<file path="config.mk">
export PLATFORM = sky130hd
export DESIGN_NAME = down_counter16
export DESIGN_NICKNAME = d
export VERILOG_FILES = /design/src/rtl/hack_pkg.sv /design/src/rtl/dec16.sv /design/src/rtl/down_counter16.sv
export SDC_FILE = /design/constraint.sdc
export NUM_CORES = 1
export LEC_CHECK = 0
export CORE_MARGIN = 3
export CORE_UTILIZATION = 40
export DETAILED_ROUTE_END_ITERATION = 8
export GPL_ROUTABILITY_DRIVEN = 0
export HOLD_SLACK_MARGIN = 0.08
export PLACE_DENSITY_LB_ADDON = 0.15
export SLEW_MARGIN = 30
export SYNTH_ARGS = -nofsm -noshare
export SYNTH_HDL_FRONTEND = slang
export SYNTH_SLANG_ARGS = --single-unit
</file>
<file path="constraint.sdc">
create_clock -name clk -period 4 [get_ports clk]
set_input_delay 1.2 -clock clk [delete_from_list [all_inputs] [get_ports clk]]
set_output_delay 1.2 -clock clk [all_outputs]
set_load 0.05 [all_outputs]
</file>
<file path="src/rtl/hack_pkg.sv">
// Shared Hack datapath definitions: word width and the countdown controller states.
package hack_pkg;

    localparam int unsigned WORD_W = 16;

    typedef enum logic {
        IDLE = 1'b0,
        RUN  = 1'b1
    } state_t;

endpackage

</file>
<file path="src/rtl/dec16.sv">
// Combinational decrement (a - 1 mod 2^WIDTH) as a ripple of half-subtractors, mirror of Inc16.
module dec16
    import hack_pkg::*;
#(
    parameter int unsigned WIDTH = WORD_W
) (
    input  logic [WIDTH-1:0] a,
    output logic [WIDTH-1:0] out
);

    // borrow[i] is the borrow into bit i; subtracting one injects a borrow at bit 0
    logic [WIDTH-1:0] borrow;

    assign borrow[0] = 1'b1;

    for (genvar i = 0; i < WIDTH; i++) begin : g_hs
        assign out[i] = a[i] ^ borrow[i];
        if (i + 1 < WIDTH) begin : g_borrow
            assign borrow[i+1] = ~a[i] & borrow[i];
        end
    end

endmodule

</file>
<file path="src/rtl/down_counter16.sv">
// Loadable countdown counter with one-cycle done pulse on reaching zero.
// Optional periodic mode: define DOWN_COUNTER16_AUTO_RELOAD_EN to restart from the last loaded value.
module down_counter16
    import hack_pkg::*;
#(
    parameter int unsigned WIDTH = WORD_W
) (
    input  logic             clk,
    input  logic             reset,
    input  logic [WIDTH-1:0] in,
    input  logic             load,
    input  logic             start,
    input  logic             en,
    output logic [WIDTH-1:0] out,
    output logic             busy,
    output logic             done
);

    state_t           state;
    state_t           state_nx;
    logic [WIDTH-1:0] count_nx;
    logic [WIDTH-1:0] dec_val;
    logic             done_nx;
    logic             busy_nx;

    dec16 #(.WIDTH(WIDTH)) u_dec (
        .a   (out),
        .out (dec_val)
    );

`ifdef DOWN_COUNTER16_AUTO_RELOAD_EN
    logic [WIDTH-1:0] reload;
    logic [WIDTH-1:0] reload_nx;
`endif

    // Next-state logic; priority load > start > count
    always_comb begin
        state_nx = state;
        count_nx = out;
        done_nx  = 1'b0;
`ifdef DOWN_COUNTER16_AUTO_RELOAD_EN
        reload_nx = reload;
`endif
        if (load) begin
            count_nx = in;
            state_nx = IDLE;
`ifdef DOWN_COUNTER16_AUTO_RELOAD_EN
            reload_nx = in;
`endif
        end else begin
            case (state)
                IDLE: begin
                    if (start) begin
                        if (out != '0) begin
                            state_nx = RUN;
                        end else begin
                            done_nx = 1'b1;
                        end
                    end
                end
                RUN: begin
                    if (en) begin
                        if (out > WIDTH'(1)) begin
                            count_nx = dec_val;
                        end else begin
                            done_nx = 1'b1;
`ifdef DOWN_COUNTER16_AUTO_RELOAD_EN
                            if (reload != '0) begin
                                count_nx = reload;
                            end else begin
                                count_nx = '0;
                                state_nx = IDLE;
                            end
`else
                            count_nx = '0;
                            state_nx = IDLE;
`endif
                        end
                    end
                end
                default: begin
                    state_nx = IDLE;
                end
            endcase
        end
        busy_nx = (state_nx == RUN);
    end

    always_ff @(posedge clk) begin
        if (reset) begin
            state <= IDLE;
            out   <= '0;
            busy  <= 1'b0;
            done  <= 1'b0;
`ifdef DOWN_COUNTER16_AUTO_RELOAD_EN
            reload <= '0;
`endif
        end else begin
            state <= state_nx;
            out   <= count_nx;
            busy  <= busy_nx;
            done  <= done_nx;
`ifdef DOWN_COUNTER16_AUTO_RELOAD_EN
            reload <= reload_nx;
`endif
        end
    end

endmodule

</file>
==> run metrics <==
IO Count 39; cts hold-fix bufs 0; most frequent cells in the layout clkdlybuf4s50_1, dfxtp_1, inv_1; DIE AREA about 3800 µm²; post-route ant nets 0; DP HPWL a little over 2 mm; worst vdd ir ~0.22 mV; Post-CTS Repair Setup Buffers 0; die width around 61 µm; syn nets between 150 and 200; xor/xnor cell area share of the yosys netlist 0%; DRC violations left 0; WL per Instance 13.9 µm; Worst Hold Depth 2; cell area after placement 1620 µm²; RSZ-0062 raised after global routing false; Leak 0.000633 µW; Final Hold Fails 0; Setup WS post-layout about 460 ps; fmax between 200 and 300 MHz; Netlist cell types 29; adder-cell share of the synthesized area 16.3%; vias in the first global route around 1000; ANT cells 0; worst-path fanout max 4; Root Buffer clkbuf_4; Setup crit start kind register; Total Routed Length between 2 and 3 mm; Post-Synth Simple-Gate Area 17.1%; CTS H-tree depth 1; worst hold path type register to register; Yosys reg bits 18; antenna violations before repair 0; critical path arrival between 3000 and 4000 ps; Die Y between 60 and 70 µm; sequential area share after synthesis 29.4%; TritonCTS clock tree done; Final min period 3540 ps; Synth Warn # 0; Worst Path Required roughly 4200 ps; nets between 200 and 250; Setup-failing EPs final 0; GRT Total Usage between 10% and 20%; Critical Path End Type register; pin count of the biggest net entering global routing 34; Pwr Total 498 µW; max_slew headroom a little over two fifths; grt ovf 0; Slew Limit Fails 0; share of cells above drive strength 1 13.9%; pre-CTS setup slack around 500 ps; Final TNS setup 0 ps; Reg2Reg Depth 18; largest family of logic cells by synthesized area compound AO/OA/AOI/OAI gates; synth-to-layout area growth 35.2%; PwrDens 300 nW/µm²; commonest non-fill, non-tap cell in the layout clkdlybuf4s50_1; Finished Cell Area ~1700 µm²; IO buf count 38; clock buffer count from CTS 3; num rows 19; Worst-Margin Slew 858 ps; cts repair resizes 0; CTS Sinks 18; fin crit share between 80% and 90%; first-pass GRT wire length ~4.4 mm; Compound-Gate Fraction of Synth Area between 20% and 30%; Core ar. roughly 2800 µm²; multiplexer share of the synthesized area 0%; Syn Inst Count between 100 and 150; critical path type register to register; Initial Util about 43%; maximum clock path buffer count 2; First-pass DRT Iterations 3; max cap viols 0; synthesized area 1230 µm²; synthesized area per cell between 9 and 10 µm²; Clock Skew approximately 4.4 ps; clk_lat worst skew ~300 ps; Vias per Instance 5.47; via count between 1000 and 1500; Initial DRC Count 20; Worst-path clk slew ~110 ps; Fillers about 260; status complete, no violations
-- flip-flops by register name, summed over array words and instances (netlist names) --
| name | count |
|---|---|
| done | 1 |
| out | 16 |
| state | 1 |
-- stage by stage --
step                      hold slack (ps)  std cells  util [%]
after detailed placement              541        192      57.3
after global placement                535        192      57.3
after floorplan                       735        129         -
final                                 558        196      58.6
after global routing                  594        196      58.6
after CTS                             559        196      58.6
-- power breakdown --
part | internal, µW | switching (µW) | total (µW)
logic | 80.9 | 96.8 | 178
clock network | 55.5 | 60.7 | 116
registers | 190 | 13.4 | 204
-- synth_stat cells --
master,n,area share [%]
buf_6,1,0.92
a31o_1,1,0.71
and2_2,1,0.61
o31a_1,14,10
nor4_4,3,5.2
a21oi_1,2,0.82
nand2_1,16,4.9
buf_2,1,0.41
nor2_2,1,0.51
dfxtp_1,18,29
a21boi_1,1,0.61
and4b_1,1,0.82
a211o_1,1,0.71
or3b_1,1,0.71
o211ai_2,1,1.0
nor3b_1,1,0.61
inv_1,17,5.2
ha_1,16,16
and3b_1,1,0.71
o22ai_1,4,2.0
clkbuf_1,6,1.8
nand3_1,1,0.41
o22ai_2,10,10
nand4_1,3,1.5
nor2_1,2,0.61
a221oi_1,2,1.4
and2_1,1,0.51
buf_4,1,0.61
o211ai_1,1,0.61
-- cell families (layout without fill, tap and decap cells) --
family	after synthesis	in the layout
compound gates	37	37
fa+ha+maj	16	16
buf+inv	26	62
flops	18	18
simple gates	32	32
-- final cells by class --
cell class / instances / area (µm²) / share of cell area [%]
repair buffers: 41 / 403 / 24.3
clock buffers: 4 / 36.3 / 2.19
flip-flops and latches: 18 / 360 / 21.7
inverters: 17 / 63.8 / 3.85
well taps: 31 / 38.8 / 2.34
multi-input cells: 85 / 756 / 45.6
-- routing by layer --
metal	global-route usage [%]	vias to the layer above	share of wire [%]
li1	-	540	-
met1	19.7	505	46
met2	26.3	25	48
met3	4.61	2	5.1
met4	3.33	0	0.63
met5	0	-	0
-- worst max-delay path, stage by stage, from the launching register on --
cell and delay, ps:
dfxtp_1 390, inv_1 90, ha_1 220, ha_1 190, ha_1 180, ha_1 180
ha_1 180, ha_1 180, ha_1 170, ha_1 190, ha_1 180, ha_1 180
ha_1 180, ha_1 180, ha_1 180, ha_1 180, nand2_1 90, a21oi_1 80
a221oi_1 260
-- path summary, 6_finish.rpt --
path | start | slack [ps] | endpoint
worst min-delay path | state | 560 | done
worst max-delay path | out[0] | 460 | out[15]
worst max register to register | out[0] | 460 | out[15]
worst min register to register | state | 560 | done
Power figures use the tool's default switching activity.
